==> src/rtl/sub_pkg.sv <==
// ============================================================================
// Module   : sub_pkg
// Purpose  : Shared state encoding and sizing helpers for sub_36b_serial.
// Revision : 1.0
// ============================================================================
`default_nettype none

package sub_pkg;

  typedef enum logic [1:0] {
    IDLE = 2'd0,
    RUN  = 2'd1,
    DONE = 2'd2
  } state_t;

  localparam int WIDTH_DEF = 36;
  localparam int DIGIT_DEF = 4;

  function automatic int calc_ndig(input int width, input int digit);
    return width / digit;
  endfunction

  // A single-digit datapath still needs a one-bit index register.
  function automatic int calc_idx_w(input int ndig);
    return (ndig > 1) ? $clog2(ndig) : 1;
  endfunction

  localparam int IDX_W_DEF = calc_idx_w(calc_ndig(WIDTH_DEF, DIGIT_DEF));

endpackage

`default_nettype wire

==> src/rtl/sub_36b_serial_nibble_sub.sv <==
// ============================================================================
// Module   : nibble_sub
// Purpose  : Combinational DIGIT-bit subtractor, d = a - b - bin, built as
//            a + ~b + ~bin so the carry-out is the inverted borrow.
// Revision : 1.0
// ============================================================================
`default_nettype none

module nibble_sub #(
  parameter int DIGIT = 4
) (
  input  logic [DIGIT-1:0] a,
  input  logic [DIGIT-1:0] b,
  input  logic             bin,
  output logic [DIGIT-1:0] d,
  output logic             bout
);

  logic [DIGIT:0] sum;

  always_comb begin
    sum  = {1'b0, a} + {1'b0, ~b} + {{DIGIT{1'b0}}, ~bin};
    d    = sum[DIGIT-1:0];
    bout = ~sum[DIGIT];
  end

endmodule

`default_nettype wire

==> src/rtl/sub_36b_serial.sv <==
// ============================================================================
// Module   : sub_36b_serial
// Purpose  : Digit-serial subtractor D = A - B - Bin, one DIGIT per clock,
//            with start/ready/done handshake. Optional macro: SUB_OVF_EN.
// Revision : 1.0
// ============================================================================
`default_nettype none

module sub_36b_serial
  import sub_pkg::*;
#(
  parameter int WIDTH = WIDTH_DEF,
  parameter int DIGIT = DIGIT_DEF
) (
  input  logic             clk,
  input  logic             rst_n,
  input  logic             start,
  input  logic [WIDTH-1:0] A,
  input  logic [WIDTH-1:0] B,
  input  logic             Bin,
  output logic             ready,
  output logic             done,
  output logic [WIDTH-1:0] D,
`ifdef SUB_OVF_EN
  output logic             OVF,
`endif
  output logic             Bout
);

  localparam int NDIG  = calc_ndig(WIDTH, DIGIT);
  localparam int IDX_W = calc_idx_w(NDIG);
  localparam logic [IDX_W-1:0] IDX_LAST = IDX_W'(NDIG - 1);

  state_t             state_q, state_d;
  logic [IDX_W-1:0]   idx_q, idx_d;
  logic [WIDTH-1:0]   a_q, a_d;
  logic [WIDTH-1:0]   b_q, b_d;
  logic               borrow_q, borrow_d;
  logic [WIDTH-1:0]   d_q, d_d;
  logic               bout_q, bout_d;
`ifdef SUB_OVF_EN
  logic               ovf_q, ovf_d;
`endif

  logic [DIGIT-1:0]   dig_a, dig_b, dig_d;
  logic               dig_bout;

  // Single digit slice shared by every cycle of the operation.
  assign dig_a = a_q[idx_q*DIGIT +: DIGIT];
  assign dig_b = b_q[idx_q*DIGIT +: DIGIT];

  nibble_sub #(
    .DIGIT (DIGIT)
  ) u_nibble_sub (
    .a    (dig_a),
    .b    (dig_b),
    .bin  (borrow_q),
    .d    (dig_d),
    .bout (dig_bout)
  );

  always_comb begin
    state_d  = state_q;
    idx_d    = idx_q;
    a_d      = a_q;
    b_d      = b_q;
    borrow_d = borrow_q;
    d_d      = d_q;
    bout_d   = bout_q;
`ifdef SUB_OVF_EN
    ovf_d    = ovf_q;
`endif

    case (state_q)
      IDLE, DONE: begin
        if (start) begin
          a_d      = A;
          b_d      = B;
          borrow_d = Bin;
          idx_d    = '0;
          state_d  = RUN;
        end else begin
          state_d  = IDLE;
        end
      end

      RUN: begin
        d_d[idx_q*DIGIT +: DIGIT] = dig_d;
        borrow_d = dig_bout;
        idx_d    = idx_q + IDX_W'(1);
        if (idx_q == IDX_LAST) begin
          idx_d   = '0;
          bout_d  = dig_bout;
`ifdef SUB_OVF_EN
          // The top digit is being produced this cycle, so its MSB is the result sign.
          ovf_d   = (a_q[WIDTH-1] ^ b_q[WIDTH-1]) & (a_q[WIDTH-1] ^ dig_d[DIGIT-1]);
`endif
          state_d = DONE;
        end
      end

      default: state_d = IDLE;
    endcase
  end

  always_ff @(posedge clk or negedge rst_n) begin
    if (!rst_n) begin
      state_q  <= IDLE;
      idx_q    <= '0;
      a_q      <= '0;
      b_q      <= '0;
      borrow_q <= 1'b0;
      d_q      <= '0;
      bout_q   <= 1'b0;
`ifdef SUB_OVF_EN
      ovf_q    <= 1'b0;
`endif
    end else begin
      state_q  <= state_d;
      idx_q    <= idx_d;
      a_q      <= a_d;
      b_q      <= b_d;
      borrow_q <= borrow_d;
      d_q      <= d_d;
      bout_q   <= bout_d;
`ifdef SUB_OVF_EN
      ovf_q    <= ovf_d;
`endif
    end
  end

  assign ready = (state_q != RUN);
  assign done  = (state_q == DONE);
  assign D     = d_q;
  assign Bout  = bout_q;
`ifdef SUB_OVF_EN
  assign OVF   = ovf_q;
`endif

endmodule

`default_nettype wire

==> config.mk <==
export PLATFORM = sky130hd
export DESIGN_NAME = sub_36b_serial
export DESIGN_NICKNAME = d
export VERILOG_FILES = /design/src/rtl/sub_pkg.sv /design/src/rtl/sub_36b_serial_nibble_sub.sv /design/src/rtl/sub_36b_serial.sv
export SDC_FILE = /design/constraint.sdc
export NUM_CORES = 1
export LEC_CHECK = 0
export CAP_MARGIN = 15
export CORE_ASPECT_RATIO = 0.75
export CORE_UTILIZATION = 51
export CTS_CLUSTER_DIAMETER = 30
export DETAILED_ROUTE_END_ITERATION = 10
export PLACE_DENSITY = 0.79
export SYNTH_ARGS = -nofsm -noshare
export SYNTH_HDL_FRONTEND = slang
export SYNTH_SLANG_ARGS = --single-unit
==> constraint.sdc <==
create_clock -name clk -period 4.1 [get_ports clk]
set_input_delay 0.41 -clock clk [delete_from_list [all_inputs] [get_ports clk]]
set_output_delay 0.41 -clock clk [all_outputs]
set_load 0.02 [all_outputs]
==> out/qor.yml <==
yosys_register_bits: 116
die-area_mm2: 0.0111
cts_max_path_buffers: 2
clkSinkCount: 116
cp_common_cell: "fa_1"
htree_num_levels: 4
rows: 32
layout_common_cells: "115 x dfrtp_1, 113 x clkdlybuf4s50_1, 88 x mux2_2"
seq_area_mm2: 0.00290
synth_edf_count: 0
synth_cell_types: 54
p_total_mw: 6.69
cp_slowest_stage_delay_ns: 0.79
fill_cells: 709
synth_adder_area_share: 0.0257
coreArea_mm2: 0.0103
critPathLaunch: "idx_q[2]$_DFFE_PN0P_"
reg2reg_from: "idx_q[2]$_DFFE_PN0P_"
final.setup_skew_ns: 0.00693
grtUsageTotal: 0.255
drive_above_1_share: 0.269
cts_tree: "done"
rsz0062_at_grt: "no"
crit_path_cell_trace: "nand2_1 > a211oi_1 > a2111oi_0 > a21o_1 > fa_1 > fa_1 > xor2_1 > nor2_1 > mux2_1"
yosys-mux-area-fraction: 0.255
synth_top_family_by_area: "multiplexers"
cts_inserted_buffers: 17
power_per_cell_area_mw_per_mm2: 916
netlist_area_mm2: 0.00545
cts_resized: 0
leakagePower_nw: 3.11
path_clk_slew_ns: 0.05
wl_per_cell_um: 18.9
path_max_fanout: 20
pre_cts_slack_ns: 0.637
synthFlopType: "dfrtp_1"
cap_violations: 0
ant_nets: 0
post-dp-hpwl_mm: 9.06
hold_path_class: "primary input to asynchronous set/reset pin"
worst_slew_margin_rel: 0.478
critical_path.endpoint_type: "flop"
layout.nets: 606
fmax_mhz: 282
cp.required_ns: 4.39
portBuffers: 114
start_util: 0.527
final_common_cell: "dfrtp_1"
grt_pass1_wl_mm: 21.0
cts-hold-fix-buffers: 0
cp_slowest_cell: "dfrtp_1"
post_cts_buffers: 0
tightestPinTransition_ns: 0.783
clk_latency_ns: 0.42
worstSetupPathType: "flop to flop"
grt_start_max_net_pins: 65
antenna_found_initial: 0
dieHeight_um: 91.5
maxSlewViolCount: 0
fin_crit_sh: 0.864
gr-total-overflow: 0
antenna_cells: 0
setup_viol: 0
ys_seq_area_frac: 0.533
ir_drop_uv: 567
hold_viol: 0
place_congestion: 0.871
route.detailed.drc: 0
startpoint_type: "flop"
yosysWarnings: 0
ys_async_sr_fraction: 1.00
period_needed_ns: 3.54
tns_ns: 0
wirelength_mm: 12.7
firstDrtPassIters: 5
critPathArrivalTime_ns: 3.84
via_per_inst: 5.55
avgSynthCellArea_um2: 13.6
first_global_vias: 4077
drt_first_iter_violations: 326
cts-root-buf: "clkbuf_16"
multi_input_area_mm2: 0.00239
syn-instance-count: 400
synth-compound-area-share: 0.0754
setup_ws_ns: 0.557
synth-simple-area-share: 0.0744
syn2layout_area_growth_pct: 34.1
synth.net_count: 486
vias: 3707
status: "finished clean"
holdWs_ns: 0.0682
synth_xor_area_frac: 0.00781
rr_worst_depth: 9
fp.dieW_um: 121
io_pins: 115
## worst paths after layout
kind	to	slack, ns
max reg2reg	D[18]$_DFFE_PN0P_	0.56
min reg2reg	D[15]$_DFFE_PN0P_	0.48
max	D[18]$_DFFE_PN0P_	0.56
max in group asynchronous	b_q[6]$_DFFE_PN0P_	3.10
min	a_q[18]$_DFFE_PN0P_	0.07
min in group clk	D[15]$_DFFE_PN0P_	0.48
## worst max-delay path, delay by kind of cell, from the launching register on
kind,cells,cell delay [ns]
compound gates,3,0.62
xor+xnor,1,0.34
fa+ha+maj,2,0.84
flops,1,0.79
mux,1,0.31
simple gates,2,0.51
## per-layer routing
metal  track usage  vias to the layer above  wire, µm
met3        0.0546                       25       808
met2         0.397                      121      5890
met1         0.339                     1851      5720
li1              -                     1710         -
met5             0                        -         0
met4         0.121                        0       243
## flip-flops by register name, summed over array words and instances (netlist names)
register  cells
Bout          1
borrow_q      1
idx_q         4
state_q       2
b_q          36
a_q          36
D            36
## layout make-up
| type | instances | area share |
|---|---|---|
| flip-flops and latches | 116 | 0.398 |
| multi-input cells | 258 | 0.328 |
| repair buffers | 122 | 0.164 |
| clock buffers | 22 | 0.0677 |
| well taps | 136 | 0.0233 |
| clock inverters | 9 | 0.0171 |
| inverters | 5 | 0.00257 |
## per-stage QoR
| stage | utilization | cells | area [µm²] |
|---|---|---|---|
| final | 0.707 | 668 | 7300 |
| after global routing | 0.707 | 668 | 7300 |
| after CTS | 0.707 | 668 | 7300 |
| after detailed placement | 0.647 | 637 | 6680 |
| after global placement | 0.647 | 637 | 6680 |
| after floorplan | - | 400 | 5450 |
## synthesized netlist by cell type (3+ instances only)
cell type	n	area [µm²]
dfrtp_1	116	2900
mux2_2	88	991
nand2_1	19	71.3
nor2_1	16	60.1
nor2b_1	15	93.8
mux2i_1	14	140
mux2_1	12	135
buf_2	10	50.1
o21ai_0	10	50.1
a21oi_1	8	40.0
ha_1	8	100
a211oi_1	6	45.0
inv_1	5	18.8
o31ai_1	5	37.5
a2111oi_0	4	35.0
a22oi_1	4	30.0
buf_4	3	22.5
buf_6	3	33.8
clkbuf_1	3	11.3
mux4_2	3	67.6
nand2b_1	3	18.8
nand4_1	3	18.8
nor2_4	3	33.8
## cells by family (layout without fill, tap and decap cells)
family / after synthesis / after routing
compound gates: 54 / 54
xor+xnor: 4 / 4
fa+ha+maj: 10 / 10
buf+inv: 26 / 158
flops: 116 / 116
mux: 119 / 119
simple gates: 71 / 71
## report_power, final
group | leakage [nW] | switching [mW] | internal, mW | total, mW
Combinational | 1.38 | 1.64 | 1.44 | 3.08
Clock | 0.304 | 0.503 | 1.03 | 1.53
Sequential | 1.43 | 0.402 | 1.68 | 2.08
Total | 3.11 | 2.55 | 4.14 | 6.69
No activity file was read; power rests on OpenSTA's default activity.
